[src/rtl/spi_rx_fifo.sv]
// Oversampled serial word receiver with a show-ahead FIFO.
// Adds sticky overflow and one-cycle frame-error reporting.
module spi_rx_fifo #(
    parameter int WORD_W      = 8,
    parameter int FIFO_DEPTH  = 4,
    parameter bit LSB_FIRST   = 1'b0,
    parameter int SYNC_STAGES = 2
) (
    input  logic                              clk,
    input  logic                              reset,
    input  logic                              spi_clk,
    input  logic                              spi_fs,
    input  logic                              spi_data,
    input  logic                              read,
    input  logic                              test_mode,
    output logic [WORD_W-1:0]                 dout,
    output logic                              dflag,
    output logic                              full,
    output logic [$clog2(FIFO_DEPTH+1)-1:0]   level,
    output logic                              overflow,
    output logic                              frame_err
);

    localparam int CW = $clog2(WORD_W + 1);
    localparam int PW = $clog2(FIFO_DEPTH);
    localparam int LW = $clog2(FIFO_DEPTH + 1);
    localparam logic [CW-1:0] LAST_BIT = CW'(WORD_W - 1);
    localparam logic [LW-1:0] DEPTH_L  = LW'(FIFO_DEPTH);

    typedef enum logic [1:0] {
        IDLE   = 2'd0,
        ARM    = 2'd1,
        SHIFT  = 2'd2,
        COMMIT = 2'd3
    } state_t;

    logic [SYNC_STAGES-1:0] clk_sync;
    logic [SYNC_STAGES-1:0] fs_sync;
    logic [SYNC_STAGES-1:0] data_sync;
    logic                   s_clk;
    logic                   s_fs;
    logic                   s_data;
    logic                   s_clk_d;
    logic                   sclk_rise;

    state_t                 state;
    state_t                 state_n;
    logic                   clr_cnt;
    logic                   shift_en;
    logic                   abort;
    logic                   push;
    logic [CW-1:0]          bit_cnt;
    logic [WORD_W-1:0]      sr;

    logic [WORD_W-1:0]      mem [FIFO_DEPTH];
    logic [PW-1:0]          wr_ptr;
    logic [PW-1:0]          rd_ptr;
    logic [LW-1:0]          count;
    logic [WORD_W-1:0]      last_q;
    logic                   pop;
    logic                   accept;
    logic                   drop;

    assign s_clk     = clk_sync[SYNC_STAGES-1];
    assign s_fs      = fs_sync[SYNC_STAGES-1];
    assign s_data    = data_sync[SYNC_STAGES-1];
    assign sclk_rise = s_clk & ~s_clk_d;

    always_ff @(posedge clk) begin
        if (reset) begin
            clk_sync  <= '0;
            fs_sync   <= '0;
            data_sync <= '0;
            s_clk_d   <= 1'b0;
        end else begin
            clk_sync  <= {clk_sync[SYNC_STAGES-2:0], spi_clk};
            fs_sync   <= {fs_sync[SYNC_STAGES-2:0], spi_fs};
            data_sync <= {data_sync[SYNC_STAGES-2:0], spi_data};
            s_clk_d   <= s_clk;
        end
    end

    always_ff @(posedge clk) begin
        if (reset) begin
            state <= IDLE;
        end else begin
            state <= state_n;
        end
    end

    always_comb begin
        state_n  = state;
        clr_cnt  = 1'b0;
        shift_en = 1'b0;
        abort    = 1'b0;
        push     = 1'b0;
        case (state)
            IDLE: begin
                if (s_fs && !s_clk) begin
                    state_n = ARM;
                    clr_cnt = 1'b1;
                end
            end
            ARM: begin
                if (!s_fs) begin
                    state_n = SHIFT;
                end
            end
            SHIFT: begin
                // A new sync mid-word restarts framing from ARM.
                if (s_fs) begin
                    abort   = 1'b1;
                    clr_cnt = 1'b1;
                    state_n = ARM;
                end else if (sclk_rise) begin
                    shift_en = 1'b1;
                    if (bit_cnt == LAST_BIT) begin
                        state_n = COMMIT;
                    end
                end
            end
            COMMIT: begin
                push    = 1'b1;
                state_n = IDLE;
            end
            default: state_n = IDLE;
        endcase
    end

    always_ff @(posedge clk) begin
        if (reset) begin
            bit_cnt   <= '0;
            sr        <= '0;
            frame_err <= 1'b0;
        end else begin
            frame_err <= abort;
            if (clr_cnt) begin
                bit_cnt <= '0;
            end else if (shift_en) begin
                bit_cnt <= bit_cnt + 1'b1;
            end
            if (shift_en) begin
                if (LSB_FIRST) begin
                    sr <= {s_data, sr[WORD_W-1:1]};
                end else begin
                    sr <= {sr[WORD_W-2:0], s_data};
                end
            end
        end
    end

    assign dflag  = (count != '0);
    assign full   = (count == DEPTH_L);
    assign level  = count;
    assign pop    = read & dflag & ~test_mode;
    assign accept = push & (~full | pop);
    assign drop   = push & full & ~pop;
    // last_q keeps the most recent head so dout holds once drained.
    assign dout   = dflag ? mem[rd_ptr] : last_q;

    always_ff @(posedge clk) begin
        if (accept) begin
            mem[wr_ptr] <= sr;
        end
    end

    always_ff @(posedge clk) begin
        if (reset) begin
            wr_ptr   <= '0;
            rd_ptr   <= '0;
            count    <= '0;
            last_q   <= '0;
            overflow <= 1'b0;
        end else begin
            if (accept) begin
                wr_ptr <= wr_ptr + 1'b1;
            end
            if (pop) begin
                rd_ptr <= rd_ptr + 1'b1;
            end
            case ({accept, pop})
                2'b10:   count <= count + 1'b1;
                2'b01:   count <= count - 1'b1;
                default: count <= count;
            endcase
            if (drop) begin
                overflow <= 1'b1;
            end
            if (dflag) begin
                last_q <= mem[rd_ptr];
            end
        end
    end

endmodule

[config.mk]
export PLATFORM = sky130hd
export DESIGN_NAME = spi_rx_fifo
export DESIGN_NICKNAME = d
export VERILOG_FILES = /design/src/rtl/spi_rx_fifo.sv
export SDC_FILE = /design/constraint.sdc
export NUM_CORES = 1
export LEC_CHECK = 0
export ABC_AREA = 1
export BUFFER_PORTS_ARGS = -buffer_cell sky130_fd_sc_hd__buf_2
export CAP_MARGIN = 20
export CORE_ASPECT_RATIO = 1.2
export CORE_MARGIN = 4
export CORE_UTILIZATION = 59
export DETAILED_ROUTE_END_ITERATION = 6
export GPL_TIMING_DRIVEN = 1
export MAX_ROUTING_LAYER = met4
export PLACE_DENSITY = 0.85
export SLEW_MARGIN = 5
export SYNTH_ARGS = -nofsm -noshare
export SYNTH_HDL_FRONTEND = slang
export SYNTH_SLANG_ARGS = --single-unit
export TNS_END_PERCENT = 1
[constraint.sdc]
create_clock -name clk -period 1.9 [get_ports clk]
set_input_delay 0.285 -clock clk [delete_from_list [all_inputs] [get_ports clk]]
set_output_delay 0.285 -clock clk [all_outputs]
set_load 0.01 [all_outputs]
Word level (Yosys, flattened, before mapping)
Memories as Yosys holds them, arrays and structs flattened. A register that Yosys moved wholly into a read port is not among the register bits.
Cells that the tools add are included.
{"block": "word_totals", "regBits": 38, "ram_bits": 32, "input_bits": 7, "output_inout_bits": 15, "elab_cells": 69, "memories": 1}
{"block": "op_classes", "add_sub_neg": 5, "eq_ne": 11, "n_mux": 19, "bitwise_logic": 12, "n_reduce_logical": 8}
{"name": "mem", "words": 4, "width": 8, "rd": 1, "rd_clocked_by_memory_dff": 1, "write_ports": 1, "line": "55", "rtl": "logic [WORD_W-1:0] mem [FIFO_DEPTH];"}
{"operator": "2-bit two-way mux", "n": 7}
{"operator": "1-bit two-way mux", "n": 8}
{"operator": "8-bit two-way mux", "n": 1}
{"operator": "2-bit case mux with 4 select lines", "n": 1}
{"operator": "1-bit AND", "n": 6}
{"operator": "2-bit == test, second input constant", "n": 3}
{"operator": "3-bit inequality test, second input constant", "n": 2}
{"operator": "3-bit case mux with 2 select lines", "n": 1}
{"operator": "1-bit inverter", "n": 5}
{"operator": "2-bit by 1-bit adder with 2-bit output, second input constant", "n": 2}
{"operator": "4-bit by 1-bit adder with 4-bit output, second input constant", "n": 1}
{"operator": "2-bit by 1-bit == test with 1-bit output, second input constant", "n": 2}
{"operator": "4-bit by 3-bit == test with 1-bit output, second input constant", "n": 1}
{"operator": "2-bit inequality test, second input constant", "n": 2}
{"operator": "4-bit AND reduction", "n": 1}
{"operator": "2-bit OR reduction", "n": 2}
{"operator": "3-bit by 1-bit adder with 3-bit output, second input constant", "n": 1}
{"operator": "3-bit == test, second input constant", "n": 1}
{"operator": "3-bit nonzero test", "n": 1}
{"operator": "3-bit by 1-bit subtractor with 3-bit output, second input constant", "n": 1}
{"operator": "2-bit logical NOT", "n": 1}
{"operator": "1-bit case mux with 2 select lines", "n": 1}
{"operator": "2-bit nonzero test", "n": 1}
{"operator": "1-bit logical AND", "n": 1}
{"operator": "other kinds (2)", "n": 2}

Longest topological paths before layout
Gate-level depths: netlist (run 1).
{"block": "depth", "ltp_word": 7, "ltp_mapped": 9, "depth_no_buf": 9}

Worst setup path before layout (run 1)
OpenSTA, ideal clock, no wires.
{"block": "synth_timing", "kind": "reg2reg", "start": "reg count[0], in the netlist level[0]", "end": "mem mem[0][0], enable pin", "setup_time_ps": 371, "arrival_time_ps": 1181, "required_ps": 1529, "setup_slack_ps": 349, "stages_incl_launch_ff": 7, "path_buffers": 0, "period_less_slack_ps": 1551, "cell_sequence": "dfxtp_1 nor2_4 nand2_1 inv_2 nand2_2 nand2_4 nor2_1"}
{"block": "synth_between", "word_cells_on_any_way": 9, "cone_classes": "eq/ne (1); mux (2); bitwise (5); reduce/logical (1)"}
{"element": "start: declaration", "line": "58", "rtl": "logic [LW-1:0] count;"}
{"element": "start signal: assignment", "line": "182", "rtl": "2'b10: count <= count + 1'b1;"}
{"element": "start signal: assignment", "line": "183", "rtl": "2'b01: count <= count - 1'b1;"}
{"element": "start signal: assignment", "line": "184", "rtl": "default: count <= count;"}
{"element": "3-bit == test", "line": "153", "rtl": "assign full = (count == DEPTH_L);"}
{"element": "via full", "line": "18", "rtl": "output logic full,"}
{"element": "1-bit inverter", "line": "156", "rtl": "assign accept = push & (~full | pop);"}
{"element": "1-bit bitwise OR", "line": "156"}
{"element": "1-bit AND", "line": "156"}
{"element": "1-bit two-way mux", "line": "162", "rtl": "if (accept) begin"}
{"element": "1-bit two-way mux (not written as such)", "line": "163", "rtl": "mem[wr_ptr] <= sr;"}
{"element": "end: declaration", "line": "55"}
The timed path passes the listed nets, and every way through them passes these cells.

Worst setup path after layout (run 1)
{"block": "layout_timing", "start": "reg count[2], in the netlist level[2]", "end": "out dout[3]"}
{"block": "layout_between", "elab_chain_cells": 2}
{"element": "3-bit nonzero test", "line": "152", "rtl": "assign dflag = (count != '0);"}
{"element": "8-bit two-way mux"}
{"element": "end: declaration", "line": "16", "rtl": "output logic [WORD_W-1:0] dout,"}
No other way between the ends.

==> flow_summary.toml, run 1 <==
[run_status]
status = "finished clean"

[timing]
maxSlewViolCount = 0
max_freq_mhz = 572
skew_ns = 0.00611
relSlewSlack = 0.756
tns_ns = 0
rsz0062_at_grt = "false"
fin_crit_sh = 0.920
finalHoldViolations = 0
setup_viol = 0
worstMarginPinSlew_ns = 0.365
finalCriticalPeriod_ns = 1.75

[floorplanning]
initial_core_util = 0.620
io_pins = 22
row_count = 27
floorplan.die_area_um2 = 6130
core_area_um2 = 4700
die_w_um = 72.1
die_h_um = 85.0

[clock_tree]
cts_buffers = 9
clkTransAtPathRegs_ns = 0.07
cts_max_path_buffers = 2
postCtsHoldBufs = 0
cts_sinks = 72
cts_tree = "yes"
root_buffer = "clkbuf_8"
clk_latency_ns = 0.34
htree_levels = 3

[grt]
grt_max_degree = 21
grt_pass1_wl_mm = 9.04
overflow = 0
grt_usage = 0.196
antenna_found_initial = 0
grt_pass1_vias = 2026

[placement]
dpl.hpwl_mm = 3.64
port_buffers = 21
gp_congestion = 0.761

[setup_path]
path_buf_inv = 3
critical_path.top_delay_family = "buffers and inverters"
critPathKind = "reg2out"
slowest_delay_ns = 0.37
r2r_cells = 8
critical_path.startpoint_type = "flip-flop"
cp.arrival_ns = 1.46
crit_fanout = 11
required_ns = 1.62
crit_top_cell = "nand2_1"
crit_chain = "inv_1 > nand2_4 > clkinvlp_4 > nand2_1 > nand2_1 > buf_2"
r2r_start = "level[2]"
worst_r2r_endpoint = "level[2]"
slowest_stage = "dfxtp_1"
setup.worst_path.end_class = "output port"
rrSetupSlack_ns = 0.23

[drt]
wl_met2_mm = 2.84
wl_met1_mm = 2.21
met3_length_um = 271
via_per_inst = 5.16
drtIter0Drc = 183
routed-via-count = 2106
drc_errors = 0
routed_wl_mm = 5.41
first_pass_iters = 5
ant_nets = 0
routed.top_layer = "met4"
wire_per_inst_um = 13.3

[final_layout]
drive_above_1_share = 0.183
area_growth_pct = 13.1
layout_commonest_cell = "nor2_1"
final_cell_mix = "nor2_1 (68), nand2_1 (37), dfxtp_1 (37)"
utilization = 0.701
layout.nets = 358
num_antenna_cells = 0

[synthesis]
syn_area_um2 = 2910
netlist.area_leader.share = 0.330
synthesis.nets = 323
synth_ff_type = "dfxtp_1"
async_flop_share = 0
ys_seq_area_frac = 0.605
ys_ff_latch = 72
yosysTopAreaCell = "edfxtp_1"
synth.distinct_cells = 29
netlist_instances = 310
synth_edf_count = 32
yosysWarningCount = 0
syn_area_per_cell_um2 = 9.39
synth_area_leaders = "edfxtp_1 (33%), dfxtp_1 (28%), nor2_1 (8.8%)"

[power]
powerDensity_nw_per_um2 = 1130
p_leak_nw = 1.45
vdd_drop_max_mv = 0.681

[min_path]
hold_start = "spi_clk"
holdCritPathClass = "in2reg"
min_path_cells = 3
min_to = "clk_sync[0]"

[flow_run]
maxCapViolCount = 0
registers in the layout (all words and copies together), names as in the netlist, named ones only:
signal / flops
frame_err: 1
rd_ptr: 2
sr: 8
clk_sync: 2
s_clk_d: 1
overflow: 1
mem: 32
fs_sync: 2
level: 3
state: 2
data_sync: 2
last_q: 8
bit_cnt: 4
wr_ptr: 2
power by group:
| part | internal [mW] | switching [mW] |
|---|---|---|
| combinational | 0.319 | 0.477 |
| clock | 0.600 | 0.531 |
| sequential | 1.72 | 0.0717 |
| total | 2.64 | 1.08 |
cell families after synthesis:
logic type / Yosys count / synth area share
XOR/XNOR: 1 / 0.00301
flip-flops: 72 / 0.605
buffers and inverters: 47 / 0.0765
AND/OR/NAND/NOR: 129 / 0.191
adder cells (fa/ha/maj): 6 / 0.0284
AO/OA/AOI/OAI: 55 / 0.0963
repair_timing:
item                       4_1_cts  5_1_grt
pin swaps                        0        1
setup endpoints to repair        8        8
buffers inserted                 0        4
gates resized for setup          1        4
worst max path at each step:
stage,from,end,slack (ns),cells after the start
final,level[2],dout[3],0.15,6
after global placement,level[0],dout[3],0.37,7
after CTS,flip-flop,dout[0],0.008,8
after detailed placement,level[2],level[2],0.34,8
after global routing,flip-flop,dout[0],0.003,8
after floorplan,level[0],mem[0][0],0.35,6
cells in the mapped netlist (all sizes together), types with 2 or more instances:
library cell,instances
nor2,73
nand2,41
dfxtp,40
o21ai,39
inv,37
edfxtp,32
a21oi,13
buf,10
nand3,7
ha,5
nor3,4
nand4,2
worst min-delay path, cell delays in order:
cell and delay [ns]:
buf_2 0.07, inv_1 0.03, nor2_1 0.06
layout make-up:
class,instances,area (µm²)
Timing Repair Buffer,34,203
Clock inverter,4,45.0
Tap cell,58,72.6
Sequential cell,72,1770
Clock buffer,12,135
Fill cell,322,1400
Multi-Input combinational cell,191,927
Inverter,37,143
metal layers:
metal  GRT usage  vias up
met5           -        -
met4      0.0821        0
met3      0.0628       11
met2       0.328       55
met1       0.210      969
li1            -     1071
stage by stage:
step | power, mW | hold WS [ns] | cells | setup WS, ns | instance area, µm²
after detailed placement | 2.56 | 0.392 | 389 | 0.338 | 3080
final | 3.72 | 0.142 | 408 | 0.153 | 3290
after CTS | 3.68 | 0.129 | 404 | 0.00777 | 3260
after global placement | 2.53 | 0.390 | 389 | 0.374 | 3080
after floorplan | 2.35 | 0.388 | 310 | 0.349 | 2910
after global routing | 3.92 | 0.148 | 408 | 0.00281 | 3290
Note: power is estimated with default switching activity, not from simulation.
==> run 2, diff against run 1 <==
--- a/config.mk
+++ b/config.mk
@@ -12,9 +12,11 @@
 export CORE_MARGIN = 4
 export CORE_UTILIZATION = 59
 export DETAILED_ROUTE_END_ITERATION = 6
+export GPL_ROUTABILITY_DRIVEN = 0
 export GPL_TIMING_DRIVEN = 1
 export MAX_ROUTING_LAYER = met4
 export PLACE_DENSITY = 0.85
+export RECOVER_POWER = 50
 export SLEW_MARGIN = 5
 export SYNTH_ARGS = -nofsm -noshare
 export SYNTH_HDL_FRONTEND = slang
==> flow_summary.toml, run 2 (synthesized netlist as in run 1, its figures left out) <==
[setup_path]
crit_chain = "nor2_4 > nand2_4 > clkinvlp_4 > nand2_1 > nand2_1 > buf_2"
r2r_cells = 8
critical_path.top_delay_family = "flip-flops"
crit_start = "level[0]"
crit_fanout = 11
setup.worst_path.end_class = "output port"
cp.arrival_ns = 1.46
rrSetupSlack_ns = 0.23
crit_top_cell = "nand2_1"
r2r_start = "level[0]"
slowest_stage = "dfxtp_1"
slowest_delay_ns = 0.43
critical_path.startpoint_type = "flip-flop"
required_ns = 1.62
critPathKind = "reg2out"
worst_r2r_endpoint = "level[2]"
path_buf_inv = 2

[min_path]
hold_start = "spi_clk"
min_path_cells = 3
min_to = "clk_sync[0]"
holdCritPathClass = "in2reg"

[timing]
fin_crit_sh = 0.921
rsz0062_at_grt = "false"
relSlewSlack = 0.410
worstMarginPinSlew_ns = 0.885
maxSlewViolCount = 0
max_freq_mhz = 572
finalHoldViolations = 0
setup_viol = 0
finalCriticalPeriod_ns = 1.75
tns_ns = 0
skew_ns = 0.00747

[run_status]
status = "finished clean"

[clock_tree]
cts_tree = "yes"
htree_levels = 3
cts_sinks = 72
clk_latency_ns = 0.34
cts_buffers = 9
root_buffer = "clkbuf_8"
clkTransAtPathRegs_ns = 0.07
cts_max_path_buffers = 2

[drt]
first_pass_iters = 4
drtIter0Drc = 202
routed.top_layer = "met4"
wl_met1_mm = 2.26
routed_wl_mm = 5.44
via_per_inst = 5.11
met3_length_um = 277
wire_per_inst_um = 13.3
drc_errors = 0
wl_met2_mm = 2.83
routed-via-count = 2084
ant_nets = 0

[final_layout]
largest_register_ffs = 32
final_cell_mix = "nor2_1 (68), dfxtp_1 (38), nand2_1 (37)"
layout_commonest_cell = "nor2_1"
drive_above_1_share = 0.166
layout.nets = 358
n_fill_cell = 328
seq_area_um2 = 1770
area_growth_pct = 12.8
reg_top3 = "mem (32), last_q (8), sr (8)"
multi_input_area_um2 = 927
num_antenna_cells = 0
regMostFlops = "mem"

[power]
p_int_mw = 2.64
vdd_drop_max_mv = 0.680
switching_share = 0.291
powerDensity_nw_per_um2 = 1130
p_clk_frac = 0.304
p_total_mw = 3.72
p_leak_nw = 1.43
seqPwrFrac = 0.482
combPwrFrac = 0.213
switchingPower_mw = 1.08

[floorplanning]
die_h_um = 85.0
core_area_um2 = 4700
die_w_um = 72.1
io_pins = 22
initial_core_util = 0.620
floorplan.die_area_um2 = 6130
row_count = 27

[placement]
dpl.hpwl_mm = 3.64
port_buffers = 21

[grt]
grt_usage = 0.196
antenna_found_initial = 0
grt_pass1_wl_mm = 9.04
grt_pass1_vias = 2026
grt_max_degree = 21
overflow = 0

[flow_run]
maxCapViolCount = 0
==> run 2: cell types whose count changed in the layout (fill, tap and decap cells not counted) <==
cell / before / now
dfxtp_2: 2 / 1
a21boi_1: 1 / 0
buf_2: 21 / 17
dfxtp_1: 37 / 38
a21boi_0: 0 / 1
clkbuf_1: 3 / 8
buf_4: 13 / 12
==> run 2: layer usage <==
layer	vias to the layer above	global-route usage
met4	0	0.0821
met1	958	0.210
met2	47	0.328
li1	1071	-
met3	8	0.0628
met5	-	-
==> run 2: worst register-to-register path, stage by stage (launching register included) <==
cell and delay, ns:
dfxtp_1 0.43, nor2_4 0.07, nand2_4 0.15, nand3_1 0.13
fa_1 0.41, inv_1 0.07, nand4_1 0.10, a21oi_1 0.16
nor2_1 0.06
==> run 2: power groups by stage <==
stage / clock (mW) / sequential, mW / combinational [mW]
finish: 1.13 / 1.79 / 0.793
global route: 1.22 / 1.80 / 0.895
global placement: 0 / 1.82 / 0.714
detailed placement: 0 / 1.83 / 0.736
floorplan: 0 / 1.81 / 0.535
CTS: 1.15 / 1.79 / 0.737
==> run 2: cell type report <==
class | instances | area share
Inverter | 37 | 0.0434
Multi-Input combinational cell | 191 | 0.282
Clock buffer | 12 | 0.0412
Sequential cell | 72 | 0.538
Tap cell | 58 | 0.0221
Clock inverter | 4 | 0.0137
Timing Repair Buffer | 34 | 0.0591
==> run 2: per-stage QoR <==
stage          instance area (µm²)  utilization  hold WS [ns]  setup WS (ns)  cells
2_1_floorplan                 2910            -         0.388          0.349    310
3_3_place_gp                  3080        0.656         0.390          0.374    389
3_5_place_dp                  3080        0.656         0.392          0.338    389
4_1_cts                       3260        0.694         0.129        0.00777    404
5_1_grt                       3280        0.699         0.148        0.00281    408
6_report                      3280        0.699         0.141          0.151    408
==> run 2: how the worst max path moves through the flow <==
| stage | slack (ns) | to | depth (start not counted) |
|---|---|---|---|
| 5_1_grt | 0.003 | dout[0] | 8 |
| 6_report | 0.15 | dout[3] | 6 |
| 3_5_place_dp | 0.34 | level[2] | 8 |
| 4_1_cts | 0.008 | dout[0] | 8 |
| 2_1_floorplan | 0.35 | mem[0][0] | 6 |
| 3_3_place_gp | 0.37 | dout[3] | 7 |
==> run 2: what timing repair did <==
action / in CTS / in global routing
setup buffers: 0 / 4
gates resized for setup: 1 / 4
hold buffers: 0 / 0
pin swaps: 0 / 1
setup endpoints to repair: 8 / 8
